**config.mk**
```make
export PLATFORM = sky130hd
export DESIGN_NAME = game_sprite_display
export DESIGN_NICKNAME = d
export VERILOG_FILES = /design/src/rtl/game_sprite_display.sv
export SDC_FILE = /design/constraint.sdc
export NUM_CORES = 1
export LEC_CHECK = 0
export ABC_CLOCK_PERIOD_IN_PS = 3300
export BUFFER_PORTS_ARGS = -buffer_cell sky130_fd_sc_hd__buf_2
export CAP_MARGIN = 20
export CORE_UTILIZATION = 35
export DETAILED_ROUTE_END_ITERATION = 7
export GPL_TIMING_DRIVEN = 0
export PLACE_DENSITY_LB_ADDON = 0.1
export SYNTH_ARGS = -nofsm -noshare
export SYNTH_HDL_FRONTEND = slang
export SYNTH_SLANG_ARGS = --single-unit
```
**constraint.sdc**
```tcl
create_clock -name clk -period 3.3 [get_ports clk]
set_clock_uncertainty 0.2 [all_clocks]
set_input_delay 0.495 -clock clk [delete_from_list [all_inputs] [get_ports clk]]
set_output_delay 0.495 -clock clk [all_outputs]
set_load 0.03 [all_outputs]
```
**src/rtl/game_sprite_display.sv**
```systemverilog
// Sprite overlay pixel generator: position shadowed at frame_start, bitmap/colour lookup, per-frame visibility.
// Latency 2 cycles from (x,y,display_on) to rgb_en/rgb; accepts one pixel every cycle, no backpressure.
module game_sprite_display #(
    parameter int SPRITE_WIDTH  = 8,
    parameter int SPRITE_HEIGHT = 8,
    parameter int screen_width  = 640,
    parameter int screen_height = 480,
    parameter int w_x           = $clog2(screen_width),
    parameter int w_y           = $clog2(screen_height),
    parameter int RGB_WIDTH     = 3,
    parameter logic [RGB_WIDTH-1:0] DEFAULT_RGB = 3'b100
) (
    input  logic                             clk,
    input  logic                             rst,
    input  logic                             display_on,
    input  logic [w_x-1:0]                   x,
    input  logic [w_y-1:0]                   y,
    input  logic                             frame_start,
    input  logic [w_x-1:0]                   sprite_x,
    input  logic [w_y-1:0]                   sprite_y,
    input  logic                             bmp_write,
    input  logic [$clog2(SPRITE_HEIGHT)-1:0] bmp_row,
    input  logic [SPRITE_WIDTH-1:0]          bmp_data,
    input  logic                             rgb_write,
    input  logic [RGB_WIDTH-1:0]             rgb_write_data,
    output logic                             rgb_en,
    output logic [RGB_WIDTH-1:0]             rgb,
    output logic                             sprite_visible
);

    localparam int CW = $clog2(SPRITE_WIDTH);
    localparam int RW = $clog2(SPRITE_HEIGHT);

    localparam logic [w_x:0]    SPAN_X = (w_x+1)'(SPRITE_WIDTH);
    localparam logic [w_y:0]    SPAN_Y = (w_y+1)'(SPRITE_HEIGHT);
    localparam logic [RW:0]     ROWS   = (RW+1)'(SPRITE_HEIGHT);
    localparam logic [CW-1:0]   LAST_COL = CW'(SPRITE_WIDTH - 1);

    logic [w_x-1:0]          pos_x_q, pos_x_d;
    logic [w_y-1:0]          pos_y_q, pos_y_d;
    logic                    in_box_q, in_box_d;
    logic [CW-1:0]           col_q, col_d;
    logic [RW-1:0]           row_q, row_d;
    logic                    rgb_en_q, rgb_en_d;
    logic [RGB_WIDTH-1:0]    rgb_q, rgb_d;
    logic [RGB_WIDTH-1:0]    colour_q, colour_d;
    logic                    seen_q, seen_d;
    logic                    visible_q, visible_d;
    logic [SPRITE_WIDTH-1:0] bitmap_q [SPRITE_HEIGHT];

    logic [w_x:0]            x_ext, lo_x, hi_x;
    logic [w_y:0]            y_ext, lo_y, hi_y;
    logic [SPRITE_WIDTH-1:0] row_bits;
    logic [CW-1:0]           bit_idx;
    logic                    bmp_wr_ok;

    // One extra bit on the bounds keeps pos+SPRITE size from wrapping near the screen edge.
    assign x_ext = {1'b0, x};
    assign y_ext = {1'b0, y};
    assign lo_x  = {1'b0, pos_x_q};
    assign lo_y  = {1'b0, pos_y_q};
    assign hi_x  = lo_x + SPAN_X;
    assign hi_y  = lo_y + SPAN_Y;

    assign row_bits  = bitmap_q[row_q];
    assign bit_idx   = LAST_COL - col_q;
    assign bmp_wr_ok = bmp_write && ({1'b0, bmp_row} < ROWS);

    always_comb begin
        pos_x_d   = pos_x_q;
        pos_y_d   = pos_y_q;
        seen_d    = seen_q | rgb_en_q;
        visible_d = visible_q;
        colour_d  = rgb_write ? rgb_write_data : colour_q;

        in_box_d = display_on
                 && (x_ext >= lo_x) && (x_ext < hi_x)
                 && (y_ext >= lo_y) && (y_ext < hi_y);
        col_d    = x[CW-1:0] - pos_x_q[CW-1:0];
        row_d    = y[RW-1:0] - pos_y_q[RW-1:0];

        rgb_en_d = in_box_q & row_bits[bit_idx];
        rgb_d    = rgb_en_d ? colour_q : '0;

        if (frame_start) begin
            pos_x_d   = sprite_x;
            pos_y_d   = sprite_y;
            visible_d = seen_q | rgb_en_q;
            seen_d    = 1'b0;
        end
    end

    always_ff @(posedge clk or posedge rst) begin
        if (rst) begin
            pos_x_q   <= '0;
            pos_y_q   <= '0;
            in_box_q  <= 1'b0;
            col_q     <= '0;
            row_q     <= '0;
            rgb_en_q  <= 1'b0;
            rgb_q     <= '0;
            colour_q  <= DEFAULT_RGB;
            seen_q    <= 1'b0;
            visible_q <= 1'b0;
            for (int r = 0; r < SPRITE_HEIGHT; r++) begin
                bitmap_q[r] <= '0;
            end
        end else begin
            pos_x_q   <= pos_x_d;
            pos_y_q   <= pos_y_d;
            in_box_q  <= in_box_d;
            col_q     <= col_d;
            row_q     <= row_d;
            rgb_en_q  <= rgb_en_d;
            rgb_q     <= rgb_d;
            colour_q  <= colour_d;
            seen_q    <= seen_d;
            visible_q <= visible_d;
            // Stage 2 reads bitmap_q this same edge, so a same-cycle write is seen one pixel later.
            if (bmp_wr_ok) begin
                bitmap_q[bmp_row] <= bmp_data;
            end
        end
    end

    assign rgb_en         = rgb_en_q;
    assign rgb            = rgb_q;
    assign sprite_visible = visible_q;

endmodule

```
After elaboration in Yosys (flattened, before gate mapping)
Index checks and enable logic that the tools add are counted.
Operators by class
  add/subtract/negate cells: 5
  order comparisons: 8
  mux-type cells: 10
  bitwise operators: 4
  reductions and logical operators: 5
Operators with widths (number)
  64-bit bitwise mux: 1
  8-bit binary-select mux with 3-bit select: 1
  8-bit demux with 3-bit select: 1
  8-bit 2-to-1 mux: 3
  10-bit by 4-bit adder with 11-bit output (second input constant): 1
  10-bit by 11-bit < comparator with 1-bit output: 1
  9-bit by 4-bit adder with 10-bit output (second input constant): 1
  10-bit greater-or-equal comparator: 1
  9-bit by 10-bit < comparator with 1-bit output: 1
  9-bit greater-or-equal comparator: 1
  4-bit greater-or-equal comparator (second input constant): 2
  3-bit NOT with 4-bit output: 2
  3-bit subtractor: 2
  1-bit logical AND: 5
  3-bit by 4-bit < comparator with 1-bit output (second input constant): 1
  4-bit by 1-bit < comparator with 1-bit output (second input constant): 1
  1-bit binary-select mux with 3-bit select: 1
  3-bit 2-to-1 mux: 1
  3-bit subtractor (first input constant): 1
  1-bit 2-to-1 mux: 2
  1-bit AND: 1
  1-bit bitwise OR: 1
Storage, ports and cells
  bits in registers: 99
  output and inout port bits: 5
  logic and storage cells: 50

Longest topological paths before layout
Gate-level depths: netlist of the first run.
  depth in word-level cells: 8
  depth in mapped cells: 10
  mapped depth without buffers: 10

Worst setup path after synthesis of the first run
Ideal clock, no wire load.
  kind: flip-flop to flip-flop
  start: register pos_x_q[3]
  end: register in_box_q
  library setup time: 0.096 ns
  arrival: 1.917 ns
  slack: 1.087 ns
  cell stages (with the launch flop): 11
  path buffers: 0
  cell sequence: dfrtp_1 ha_1 and3_1 xnor2_1 ha_1 a21oi_1 nor2b_1 o21ai_0 nand2b_1 o32a_1 nor4_2
On the way
  cells in the longest elaborated chain, start to end: 5
Ends and longest elaborated chain
  start, declared: line 39  | logic [w_x-1:0] pos_x_q, pos_x_d;
  start signal, assigned: line 109  | pos_x_q <= pos_x_d;
  10-bit by 4-bit adder with 11-bit output / 10-bit greater-or-equal comparator (equally long branches): line 62, 77
  10-bit by 11-bit < comparator with 1-bit output / 1-bit logical AND (equally long branches): line 77  | && (x_ext >= lo_x) && (x_ext < hi_x)
  1-bit logical AND (*): line 77
  1-bit logical AND (*) (2 in series): line 78  | && (y_ext >= lo_y) && (y_ext < hi_y);
  via in_box_d: line 41  | logic in_box_q, in_box_d;
  end signal, assigned: line 111  | in_box_q <= in_box_d;
  end, declared: line 41
The timed path passes the listed nets; every way through them passes the cells marked *.
A chain may end at the register's enable or synchronous reset.

Worst setup path after layout of the first run
Ends and elaborated chain as after synthesis.

==> flow_summary.yaml, run 1 <==
setup_path:
  critical_path.endpoint_type: "flip-flop"
  path_class: "reg -> reg"
  critPathMaxStageDelay_ns: 0.42
  cp-start-kind: "flip-flop"
  cpMostUsedCell: "ha_1"
  crit_buf_inv: 0
  arrival_ns: 2.49
  crit_fanout: 4
  worst_path_max_delay_cell: "dfrtp_1"
  path_cells: "ha_1 -> and3_1 -> xnor2_1 -> ha_1 -> a21oi_1 -> nor2b_1 -> o21ai_0 -> nand2b_1 -> o32a_1 -> nor4_2"
  crit_family: "simple AND/OR/NAND/NOR gates"
  worstPathRequired_ns: 3.34
routing:
  drc: 0
  dr.pass1.iters: 6
  vias: 3616
  wl_per_cell_um: 17.6
  first_iter_violations: 140
  wirelength_um: 12300
  detail-route-antenna-nets: 0
  vias_per_cell: 5.17
timing:
  hold_viol_final: 0
  layout_setup_ws_ns: 0.852
  period_minus_slack_ns: 2.45
  rsz0062_at_grt: "false"
  setup_viol: 0
  max_freq_mhz: 408
  slew_headroom: 0.420
  finalCritPeriodShare: 0.742
  drv_slew: 0
  tightest_slew_ns: 0.865
die:
  die_h_um: 125
  rows: 44
  ios: 63
  die_w_um: 125
  fp.coreArea_mm2: 0.0147
  initial_core_util: 0.362
  design.die.area_mm2: 0.0157
clock_tree:
  hold_buffers: 0
  clk_pin_slew_worst_paths_ns: 0.07
  cts_root_buf: "clkbuf_16"
  numCtsBuffers: 9
  ctsResizeCount: 0
  cts_tree: "built"
  clock_latency_ns: 0.35
  cts_sinks: 99
  cts_setup_buffers: 0
  clockBufferDepth: 2
  cts_max_level: 3
power:
  p_per_area_mw_per_mm2: 570
  seqPwrFrac: 0.441
  p_clk_frac: 0.307
  power_mw: 3.52
  combinationalPowerShare: 0.252
  swShare: 0.291
  ir_worst_vdd_v: 0.000275
  leakage_nw: 2.85
  p_sw_mw: 1.02
  p_int_mw: 2.49
worst_hold_path:
  hp-class: "in -> async"
logic_synthesis:
  synth_edf_count: 0
  synthArstFlopShare: 1.00
  synth_cells: 441
  synth-seq-area-share: 0.466
  synthesis.area_mm2: 0.00531
  yosysUniqueCellTypes: 56
  ys_ff_latch: 99
  syn_area_per_cell_um2: 12.0
  dominantRegCellSynth: "dfrtp_1"
  synth_adder_area_share: 0.0876
  synth_top_family_by_area: "multiplexers"
  synth_simple_gate_area_frac: 0.0808
  syn-num-nets: 535
  synth_compound_area_frac: 0.0932
  synth_xor_area_frac: 0.0181
  yosysWarnings: 0
  synth_mux_area_frac: 0.210
cells_and_area:
  area_growth_pct: 16.1
  multi_input_area_mm2: 0.00260
  n_antenna_cell: 0
  area.sequential_mm2: 0.00248
  utilization: 0.420
  layout-drive-gt1-share: 0.320
  final_nets: 604
  fill_cells: 1402
global_route:
  overflow: 0
  first_global_vias: 3797
  grt_pass1_wl_um: 20100
  grt_max_degree: 54
  track_usage: 0.168
  grt_antenna_before_repair: 0
place:
  place_ws_ns: 0.835
  place_congestion: 0.837
  hpwlAfterDp_um: 8550
  port_buffers: 57
flow_run:
  max_cap_violations: 0
outcome:
  status: "finished clean"
-- cell families after synthesis --
group / Yosys count
fa+ha+maj: 36
mux: 100
simple gates: 74
xor+xnor: 11
compound gates: 74
flops: 99
buf+inv: 47
-- cells in the mapped netlist, drive strengths merged (8+ instances only) --
cell type	count	area, um2
buf	9	88.8
nand2	27	101
xnor2	10	87.6
nand3	9	45.0
a22oi	17	128
ha	34	425
inv	32	120
mux2	68	796
a21oi	8	40.0
mux2i	32	320
o21ai	25	125
dfrtp	98	2450
nor2	8	35.0
-- power by group through the flow --
stage	Sequential, mW	Combinational, mW	Clock (mW)
global route	1.58	0.985	1.17
CTS	1.55	0.903	1.12
detailed placement	1.57	0.898	0
finish	1.55	0.886	1.08
global placement	1.56	0.875	0
floorplan	1.54	0.669	0
-- stage by stage --
stage / hold slack (ns) / std cells / TNS (ns) / cell area (um2)
CTS: 0.0449 / 699 / 0 / 6170
finish: 0.0169 / 699 / 0 / 6170
detailed placement: 0.272 / 683 / 0 / 5860
floorplan: 0.247 / 441 / 0 / 5310
global placement: 0.262 / 682 / -120.84 / 5830
global route: 0.0714 / 699 / 0 / 6170
-- per-layer routing --
| layer | wire length (um) | vias to the layer above | GRT usage |
|---|---|---|---|
| li1 | - | 1718 | - |
| met1 | 5640 | 1811 | 0.212 |
| met2 | 5950 | 73 | 0.285 |
| met3 | 514 | 14 | 0.0449 |
| met4 | 172 | 0 | 0.0459 |
| met5 | 0 | - | 0 |
-- final cells by class --
cell class                 count  share of cell area
multi-input combinational    295               0.422
sequential                    99               0.402
timing repair buffer          58              0.0507
clock buffer                  14              0.0477
tap                          184              0.0373
inverter                      32              0.0199
buffer                        15              0.0183
clock inverter                 2             0.00264
-- sequential cells by signal, indices dropped and copies added, names as in the netlist --
| register | cells |
|---|---|
| bitmap_q | 64 |
| col_q | 3 |
| colour_q | 3 |
| in_box_q | 1 |
| pos_x_q | 10 |
| pos_y_q | 9 |
| rgb | 3 |
| rgb_en | 1 |
| row_q | 3 |
| seen_q | 1 |
| sprite_visible | 1 |
-- cells in the final DEF, fill, tap and decap left out, types with 2 or more instances in the layout --
cell / count
a211oi_1: 3
a21oi_1: 8
a22oi_1: 17
buf_1: 2
buf_12: 2
buf_2: 60
clkbuf_1: 5
clkbuf_16: 9
clkbuf_8: 5
dfrtp_1: 98
fa_1: 2
ha_1: 34
inv_1: 29
inv_2: 2
mux2_2: 59
mux2_4: 8
mux2i_1: 32
nand2_1: 27
nand2b_1: 4
nand3_1: 9
nand3b_1: 2
nand4_1: 4
nand4b_1: 3
nor2_1: 6
nor2_2: 2
nor2b_1: 3
nor3_1: 4
nor3b_4: 2
o211ai_1: 3
o21a_1: 4
o21ai_0: 23
o21ai_1: 2
o22ai_1: 3
o22ai_2: 2
xnor2_1: 10
-- final timing paths --
check / from / to / slack, ns / cells past startpoint
worst max-delay path: pos_x_q[3]$_DFFE_PP0P_ / in_box_q$_DFF_PP0_ / 0.85 / 10
worst min-delay path: rst / pos_y_q[0]$_DFFE_PP0P_ / 0.02 / 2
worst max register to register: pos_x_q[3]$_DFFE_PP0P_ / in_box_q$_DFF_PP0_ / 0.85 / 10
worst min register to register: seen_q$_DFF_PP0_ / seen_q$_DFF_PP0_ / 0.28 / 2
max in group asynchronous: rst / bitmap_q[45]$_DFFE_PP0P_ / 2.19 / 3
min in group clk: sprite_y[3] / pos_y_q[3]$_DFFE_PP0P_ / 0.14 / 3
Power figures use the tool's default switching activity.
==> run 2: changes to the inputs <==
Settings changed: ABC_CLOCK_PERIOD_IN_PS 3300 to 2600.
Clock period 3.3 ns to 2.6 ns, I/O delays scaled along.
==> flow_summary.yaml, run 2 (synthesized netlist as in run 1, its figures left out) <==
routing:
  detail-route-antenna-nets: 0
  wirelength_um: 12100
  wl_per_cell_um: 17.3
  vias_per_cell: 5.14
  vias: 3606
  first_iter_violations: 189
  dr.pass1.iters: 6
  drc: 0
timing:
  drv_slew: 0
  rsz0062_at_grt: "false"
  tightest_slew_ns: 0.898
  setup_viol: 0
  period_minus_slack_ns: 2.39
  hold_ws_ns: 0.0381
  hold_viol_final: 0
  tns_ns: 0
  max_freq_mhz: 418
  slew_headroom: 0.398
  layout_setup_ws_ns: 0.206
  finalCritPeriodShare: 0.921
cells_and_area:
  reg_top3: "bitmap_q: 64 flops, pos_x_q: 10 flops, pos_y_q: 9 flops"
  layout-drive-gt1-share: 0.319
  final_common_cell: "dfrtp_1"
  final_nets: 606
  area_growth_pct: 16.4
  largest_reg_flops: 64
  layout_common_cells: "dfrtp_1 (98), buf_2 (60), mux2_2 (59), ha_1 (34), mux2i_1 (32)"
  n_antenna_cell: 0
  top_register: "bitmap_q"
setup_path:
  cp.depth: 10
  startpoint: "pos_x_q[3]$_DFFE_PP0P_"
  cpMostUsedCell: "ha_1"
  r2r_slack_ns: 0.21
  crit_buf_inv: 0
  crit_fanout: 4
  rr_worst_depth: 10
  crit_family: "simple AND/OR/NAND/NOR gates"
  endpoint: "in_box_q$_DFF_PP0_"
  worstPathRequired_ns: 2.66
  path_class: "reg -> reg"
  timing.rr.end: "in_box_q$_DFF_PP0_"
  critPathMaxStageDelay_ns: 0.42
  worst_path_max_delay_cell: "dfrtp_1"
  rr_startpoint: "pos_x_q[3]$_DFFE_PP0P_"
  cp-start-kind: "flip-flop"
  critical_path.endpoint_type: "flip-flop"
  path_cells: "ha_1 -> and3_1 -> xnor2_1 -> ha_1 -> a21oi_1 -> nor2b_1 -> o21ai_0 -> nand2b_1 -> o32a_1 -> nor4_2"
  arrival_ns: 2.45
place:
  hpwlAfterDp_um: 8640
  place_ws_ns: 0.181
  place_congestion: 0.783
  port_buffers: 57
die:
  ios: 63
  fp.coreArea_mm2: 0.0147
  initial_core_util: 0.362
  die_w_um: 125
  design.die.area_mm2: 0.0157
  die_h_um: 125
  rows: 44
worst_hold_path:
  min_path_cells: 3
  hp-class: "in -> reg"
global_route:
  track_usage: 0.165
  first_global_vias: 3769
  grt_antenna_before_repair: 0
  overflow: 0
  grt_pass1_wl_um: 19800
  grt_max_degree: 40
clock_tree:
  clockBufferDepth: 2
  cts_sinks: 99
  cts_tree: "built"
  cts_setup_buffers: 0
  cts_max_level: 3
  clk_pin_slew_worst_paths_ns: 0.07
  numCtsBuffers: 9
  clock_latency_ns: 0.35
  cts_root_buf: "clkbuf_16"
power:
  ir_worst_vdd_v: 0.000355
  p_per_area_mw_per_mm2: 721
  leakage_nw: 2.85
flow_run:
  max_cap_violations: 0
outcome:
  status: "finished clean"
-- run 2: cell types whose count changed in the layout (fill, tap and decap cells not counted) --
cell,previous run,this run
clkbuf_8,5,0
buf_12,2,4
clkinvlp_4,1,3
inv_6,0,2
buf_16,1,0
bufinv_16,0,1
clkbuf_1,5,6
dlygate4sd3_1,0,1
inv_4,1,0
-- run 2: stage by stage --
| stage | cells | total power, mW | utilization | area, um2 |
|---|---|---|---|---|
| 6_report | 701 | 4.46 | 0.421 | 6180 |
| 5_1_grt | 701 | 4.74 | 0.421 | 6180 |
| 4_1_cts | 701 | 4.54 | 0.421 | 6180 |
| 3_5_place_dp | 684 | 3.13 | 0.400 | 5870 |
| 3_3_place_gp | 682 | 3.09 | 0.397 | 5830 |
| 2_1_floorplan | 441 | 2.81 | - | 5320 |
-- run 2: final cells by class --
cell class / count / area (um2)
buffer: 15 / 113
tap: 184 / 230
clock inverter: 6 / 71.3
clock buffer: 10 / 229
inverter: 32 / 124
timing repair buffer: 60 / 335
fill: 1416 / 8520
multi-input combinational: 295 / 2600
sequential: 99 / 2480
-- run 2: worst min path at each step --
stage | from | end | slack, ns
floorplan | seen_q$_DFF_PP0_ | seen_q$_DFF_PP0_ | 0.25
global placement | seen_q$_DFF_PP0_ | seen_q$_DFF_PP0_ | 0.26
detailed placement | seen_q$_DFF_PP0_ | seen_q$_DFF_PP0_ | 0.27
CTS | sprite_x[9] | pos_x_q[9]$_DFFE_PP0P_ | 0.02
global route | sprite_y[1] | pos_y_q[1]$_DFFE_PP0P_ | 0.03
finish | sprite_y[3] | pos_y_q[3]$_DFFE_PP0P_ | 0.04
-- run 2: report_power, final --
group	total [mW]	switching, mW	leakage (nW)	internal (mW)
Combinational	1.12	0.550	1.51	0.570
Sequential	1.97	0.153	1.20	1.81
Clock	1.37	0.612	0.140	0.755
-- run 2: repair_timing --
| item | CTS | global route |
|---|---|---|
| gates resized for setup | 0 | 0 |
| endpoints found under the hold margin | 19 | 0 |
| hold buffers | 1 | 0 |
-- run 2: worst reg2reg max path, cell delays in order, from the launching register on --
cell and delay [ns]:
dfrtp_1 0.42, ha_1 0.24, and3_1 0.22, xnor2_1 0.13, ha_1 0.29, a21oi_1 0.15, nor2b_1 0.05, o21ai_0 0.15
nand2b_1 0.07, o32a_1 0.16, nor4_2 0.22
-- run 2: routing by layer --
| layer | routed length [um] | part of all wire | vias to the layer above | global-route usage |
|---|---|---|---|---|
| met4 | 150 | 0.012 | 0 | 0.0473 |
| met5 | 0 | 0 | - | 0 |
| met3 | 438 | 0.036 | 11 | 0.0368 |
| met1 | 5560 | 0.46 | 1800 | 0.209 |
| met2 | 5990 | 0.49 | 62 | 0.284 |
| li1 | - | - | 1733 | - |
